--- src/rtl/clock_mode_sequencer.sv ---
// Run/set/alarm-set mode sequencer for the digital clock: one-cycle increment strobes,
// beep flag and alarm ringing. Define SET_TIMEOUT_EN to abandon set mode after idle ticks.
module clock_mode_sequencer #(
   parameter int unsigned RING_SECONDS = 60,
   parameter int unsigned SET_TIMEOUT  = 30
) (
   input  logic       clk,
   input  logic       rst,
   input  logic       tick_1s,
   input  logic       set_pulse,
   input  logic       add_pulse,
   input  logic       beep_pulse,
   input  logic       time_match,
   output logic [2:0] cur_inc,
   output logic [2:0] alm_inc,
   output logic       carry_en,
   output logic       show_alarm,
   output logic [2:0] flash,
   output logic       beep_enabled,
   output logic       ringing
);

   localparam int unsigned RW = $clog2(RING_SECONDS + 1);

   typedef enum logic [6:0] {
      RUN      = 7'b0000001,
      SET_SEC  = 7'b0000010,
      SET_MIN  = 7'b0000100,
      SET_HOUR = 7'b0001000,
      ALM_SEC  = 7'b0010000,
      ALM_MIN  = 7'b0100000,
      ALM_HOUR = 7'b1000000
   } state_t;

   state_t        state, state_nxt;
   logic [2:0]    cur_nxt, alm_nxt, flash_nxt;
   logic          show_nxt;
   logic          tm_s, tm_d, tm_rise;
   logic [RW-1:0] ring_cnt, ring_cnt_nxt;
   logic          beep_nxt, ring_nxt;
   logic          timeout;

`ifdef SET_TIMEOUT_EN
   localparam int unsigned TW = $clog2(SET_TIMEOUT + 1);

   logic [TW-1:0] idle_cnt, idle_nxt;

   always_comb begin
      idle_nxt = idle_cnt;
      timeout  = 1'b0;
      if (state == RUN || set_pulse || add_pulse) begin
         idle_nxt = '0;
      end else if (tick_1s) begin
         if (idle_cnt + TW'(1) >= TW'(SET_TIMEOUT)) begin
            timeout  = 1'b1;
            idle_nxt = '0;
         end else begin
            idle_nxt = idle_cnt + TW'(1);
         end
      end
   end

   always_ff @(posedge clk) begin
      if (!rst) idle_cnt <= '0;
      else      idle_cnt <= idle_nxt;
   end
`else
   assign timeout = 1'b0;
`endif

   // Mode sequencing and increment strobes; a simultaneous add wins over set.
   always_comb begin
      state_nxt = state;
      cur_nxt   = '0;
      alm_nxt   = '0;
      unique case (state)
         RUN:      cur_nxt[0] = tick_1s;
         SET_SEC:  cur_nxt[0] = add_pulse;
         SET_MIN:  cur_nxt[1] = add_pulse;
         SET_HOUR: cur_nxt[2] = add_pulse;
         ALM_SEC:  alm_nxt[0] = add_pulse;
         ALM_MIN:  alm_nxt[1] = add_pulse;
         ALM_HOUR: alm_nxt[2] = add_pulse;
         default:  ;
      endcase
      if (set_pulse && !add_pulse) begin
         unique case (state)
            RUN:      state_nxt = SET_SEC;
            SET_SEC:  state_nxt = SET_MIN;
            SET_MIN:  state_nxt = SET_HOUR;
            SET_HOUR: state_nxt = ALM_SEC;
            ALM_SEC:  state_nxt = ALM_MIN;
            ALM_MIN:  state_nxt = ALM_HOUR;
            default:  state_nxt = RUN;
         endcase
      end
      if (timeout) state_nxt = RUN;
   end

   always_comb begin
      flash_nxt = '0;
      show_nxt  = 1'b0;
      unique case (state_nxt)
         SET_SEC:  flash_nxt = 3'b001;
         SET_MIN:  flash_nxt = 3'b010;
         SET_HOUR: flash_nxt = 3'b100;
         ALM_SEC:  begin flash_nxt = 3'b001; show_nxt = 1'b1; end
         ALM_MIN:  begin flash_nxt = 3'b010; show_nxt = 1'b1; end
         ALM_HOUR: begin flash_nxt = 3'b100; show_nxt = 1'b1; end
         default:  ;
      endcase
   end

   assign tm_rise = tm_s & ~tm_d;

   // While ringing, beep_pulse silences instead of toggling the flag.
   always_comb begin
      beep_nxt     = beep_enabled;
      ring_nxt     = ringing;
      ring_cnt_nxt = ring_cnt;
      if (beep_pulse) begin
         if (ringing) ring_nxt = 1'b0;
         else         beep_nxt = ~beep_enabled;
      end else if (ringing && tick_1s) begin
         ring_cnt_nxt = ring_cnt + RW'(1);
         if (ring_cnt_nxt == RW'(RING_SECONDS)) ring_nxt = 1'b0;
      end
      if (tm_rise && state == RUN && beep_enabled && !beep_pulse) begin
         ring_nxt     = 1'b1;
         ring_cnt_nxt = '0;
      end
      if (state_nxt != RUN || !beep_nxt) ring_nxt = 1'b0;
   end

   always_ff @(posedge clk) begin
      if (!rst) begin
         state        <= RUN;
         cur_inc      <= '0;
         alm_inc      <= '0;
         carry_en     <= 1'b1;
         show_alarm   <= 1'b0;
         flash        <= '0;
         beep_enabled <= 1'b0;
         ringing      <= 1'b0;
         ring_cnt     <= '0;
         tm_s         <= 1'b0;
         tm_d         <= 1'b0;
      end else begin
         state        <= state_nxt;
         cur_inc      <= cur_nxt;
         alm_inc      <= alm_nxt;
         carry_en     <= (state_nxt == RUN);
         show_alarm   <= show_nxt;
         flash        <= flash_nxt;
         beep_enabled <= beep_nxt;
         ringing      <= ring_nxt;
         ring_cnt     <= ring_cnt_nxt;
         tm_s         <= time_match;
         tm_d         <= tm_s;
      end
   end

endmodule

--- config.mk ---
export PLATFORM = sky130hd
export DESIGN_NAME = clock_mode_sequencer
export DESIGN_NICKNAME = d
export VERILOG_FILES = /design/src/rtl/clock_mode_sequencer.sv
export SDC_FILE = /design/constraint.sdc
export NUM_CORES = 1
export LEC_CHECK = 0
export CAP_MARGIN = 20
export CELL_PAD_IN_SITES_DETAIL_PLACEMENT = 0
export CELL_PAD_IN_SITES_GLOBAL_PLACEMENT = 2
export CORE_UTILIZATION = 32
export DETAILED_ROUTE_END_ITERATION = 8
export GPL_ROUTABILITY_DRIVEN = 0
export PLACE_DENSITY = 0.86
export SETUP_SLACK_MARGIN = 0.05
export SYNTH_ARGS = -nofsm -noshare
export SYNTH_HDL_FRONTEND = slang
export SYNTH_SLANG_ARGS = --single-unit
--- constraint.sdc ---
create_clock -name clk -period 2.6 [get_ports clk]
set_input_delay 0.26 -clock clk [delete_from_list [all_inputs] [get_ports clk]]
set_output_delay 0.26 -clock clk [all_outputs]
set_load 0.02 [all_outputs]
==> results.json <==
{
  "run_status": "finished clean",
  "power.leakage_nw": 0.604,
  "slew_viol_final": 0,
  "clk_path_buf_depth": 2,
  "synth.top_cells.by_area": "dfxtp_1 (40%), nor2_1 (4.5%), nand2_1 (4.0%)",
  "dp_hpwl_um": 2650,
  "die_area_um2": 4660,
  "initial_utilization_pct": 34.2,
  "post-place-cells": 225,
  "critical-path-max-stage-delay_ns": 0.53,
  "post_synthesis_net_count": 170,
  "numClockSinks": 28,
  "drc": 0,
  "cts_htree_levels": 1,
  "setup.worst_path.end_class": "register",
  "clock_edge_transition_at_the_registers_on_the_reported_setup_and_hold_paths_ns": 0.10,
  "cp.arrival_ns": 2.39,
  "grt-ovfl-total": 0,
  "vdd_ir_drop_max_mv": 0.267,
  "first_pass_grt_wire_length_um": 5820,
  "syn_area_per_cell_um2": 8.68,
  "areaGrowthSynthToFinish_pct": 20.3,
  "yosysTopAreaCellShare_pct": 39.9,
  "synth_warn": 0,
  "cts_inserted_buffers": 3,
  "layoutNonFillerInstCount": 229,
  "ys_seq_elements": 28,
  "num_vias": 1290,
  "number_of_global_route_vias_before_repair": 1222,
  "core_area_um2": 4120,
  "switching_share_pct": 24.4,
  "synth-async-reset-ratio_pct": 0,
  "clock_power_share_pct": 32.9,
  "netlist_area_um2": 1410,
  "tritoncts": "built",
  "synth_cell_types": 45,
  "worst_skew_pair.late_latency_ns": 0.28,
  "worst-setup-path-type": "register to register",
  "fill_cells": 436,
  "total_area_of_multi_input_combinational_cells_um2": 782,
  "power_per_cell_area_nw_per_um2": 485,
  "synth_sequential_area_ratio_pct": 39.9,
  "fin_nets": 188,
  "port_buffers": 19,
  "power.internal_uw": 620,
  "period_minus_slack_ns": 2.20,
  "power.combinational.fraction_pct": 12.4,
  "placementRows": 23,
  "post-synth-top-area-cell": "dfxtp_1",
  "io-pin-count": 20,
  "achievable_frequency_mhz": 454,
  "worst_hold_margin_ns": 0.464,
  "finalSetupViolCount": 0,
  "finalCritPeriodShare_pct": 84.7,
  "drt.antenna.violating_nets": 0,
  "avgRoutedWirePerCell_um": 15.8,
  "cp_max_fo": 10,
  "clock-skew-final_ns": 0.0133,
  "hold_class": "register to register",
  "mean_number_of_vias_per_cell": 5.63,
  "switchingPower_uw": 201,
  "critical_path.n_buffers_inverters": 0,
  "number_of_standard_cells_after_synthesis": 162,
  "worst_ep_required_time_ns": 2.78,
  "track_usage_pct": 17.0,
  "path_delay_family": "simple AND/OR/NAND/NOR gates",
  "seq_area_um2": 561,
  "post-route-worst-setup-slack_ns": 0.397,
  "rsz0062_at_grt": "no",
  "grt_antenna_before_repair": 0,
  "fin_tns_setup_ns": 0,
  "diodes": 0,
  "yosys_most_used_dff": "dfxtp_1",
  "cts_hold_buffers": 0,
  "cts_resized": 0,
  "synth_enable_flop_cells": 0,
  "minimum_setup_slack_after_placement_ns": 0.246,
  "drt_iter0_markers": 44,
  "layout-drive-gt1-share_pct": 7.82,
  "drt-total-wl_um": 3610,
  "root_buffer": "clkbuf_8",
  "critical_path_cell_by_cell": "or3_1 -> nor4_1 -> a22oi_1 -> nand2_1 -> o21ba_1",
  "sequentialPowerShare_pct": 54.7,
  "report.power.total_uw": 821,
  "grt_start_max_net_pins": 16,
  "final_hold_viol_count": 0,
  "chipHeight_um": 68.3,
  "cp_slowest_cell": "or3_1",
  "slew_headroom_pct": 50.1,
  "cts.repair_timing.setup_buffer_count": 0,
  "start_kind": "register",
  "drt-pass1-iter-count": 4,
  "die_w_um": 68.3,
  "drv_cap": 0,
  "tightest_slew_ns": 0.746
}
==> metrics by stage <==
stage	util, %	area [um^2]
2_1_floorplan	-	1410
3_3_place_gp	39.8	1640
3_5_place_dp	39.8	1640
4_1_cts	41.1	1690
5_1_grt	41.1	1690
6_report	41.1	1690
==> area by class of cell <==
type,instances,area share (%)
clock buffers,4,3.25
inverters,1,0.222
multi-input cells,122,46.2
flip-flops and latches,28,33.1
well taps,50,3.70
repair buffers,24,13.5
==> final timing paths <==
check | cells past startpoint | start | slack [ns] | end
hold reg to reg | 1 | tm_s | 0.46 | tm_d
hold / removal | 1 | tm_s | 0.46 | tm_d
setup reg to reg | 5 | state[6] | 0.40 | flash[1]
setup / recovery | 5 | state[6] | 0.40 | flash[1]
==> Yosys cell counts, types with 2 or more instances <==
library cell   n
dfxtp_1       28
nor2_1        17
nand2_1       15
nor3_1         8
nand4_1        7
a21oi_1        6
nand3_1        6
clkbuf_1       5
nor2b_1        5
xor2_1         5
nand2b_1       4
nor4_1         4
xnor2_1        4
and2_1         3
buf_2          3
o211ai_1       3
o21ai_0        3
a22o_1         2
and2b_1        2
buf_6          2
nand4b_1       2
nor3b_1        2
nor4b_1        2
nor4bb_1       2
or3_1          2
==> layout by cell type, fill, tap and decap left out, drive strengths merged, types with 2 or more instances in the layout <==
cell type | netlist | layout
nor3 | 9 | 9
nor2 | 17 | 17
nand2b | 4 | 4
nand3 | 6 | 6
a21oi | 6 | 6
a2111oi | 2 | 2
buf | 6 | 5
o211ai | 4 | 4
xnor2 | 4 | 4
nor4 | 4 | 4
nor4bb | 2 | 2
nand4 | 7 | 7
nor3b | 2 | 2
o21ai | 4 | 4
clkdlybuf4s50 | 0 | 19
and2 | 3 | 3
a22o | 2 | 2
xor2 | 5 | 5
nand4b | 2 | 2
nor4b | 2 | 2
nand2 | 15 | 15
a211oi | 2 | 2
dfxtp | 28 | 28
nor2b | 5 | 5
or3 | 2 | 2
and2b | 2 | 2
clkbuf | 5 | 4
==> power by group through the flow <==
stage               Clock, mW  Sequential (mW)  Combinational [mW]
floorplan                   0            0.458              0.0637
global placement            0            0.458              0.0996
detailed placement          0            0.459               0.101
CTS                     0.276            0.449               0.102
global route            0.300            0.450               0.109
finish                  0.270            0.449               0.102
==> state kept, by name, indices dropped and copies added, names as in the netlist <==
| register | flops |
|---|---|
| flash | 3 |
| alm_inc | 3 |
| cur_inc | 3 |
| tm_s | 1 |
| state | 7 |
| beep_enabled | 1 |
| ringing | 1 |
| carry_en | 1 |
| show_alarm | 1 |
| tm_d | 1 |
| ring_cnt | 6 |
==> kinds of logic (layout without fill, tap and decap cells) <==
family,after synthesis,in the layout,synth area share (%)
simple gates,87,87,34.6
flops,28,28,39.9
compound gates,24,24,13.8
buf+inv,12,29,4.54
xor+xnor,9,9,5.60
fa+ha+maj,1,1,0.890
mux,1,1,0.712
==> worst reg2reg max path, delay by kind of cell (launching register included) <==
kind / cells / cell delay [ns]
AO/OA/AOI/OAI: 2 / 0.43
flip-flops: 1 / 0.42
AND/OR/NAND/NOR: 3 / 1.25
==> layer usage <==
metal | vias up | wire (um) | global-route usage (%)
li1 | 617 | - | -
met1 | 607 | 1460 | 20.0
met2 | 59 | 1800 | 30.0
met3 | 7 | 293 | 4.50
met4 | 0 | 55 | 4.95
met5 | - | 0 | 0
Power figures use the tool's default switching activity.
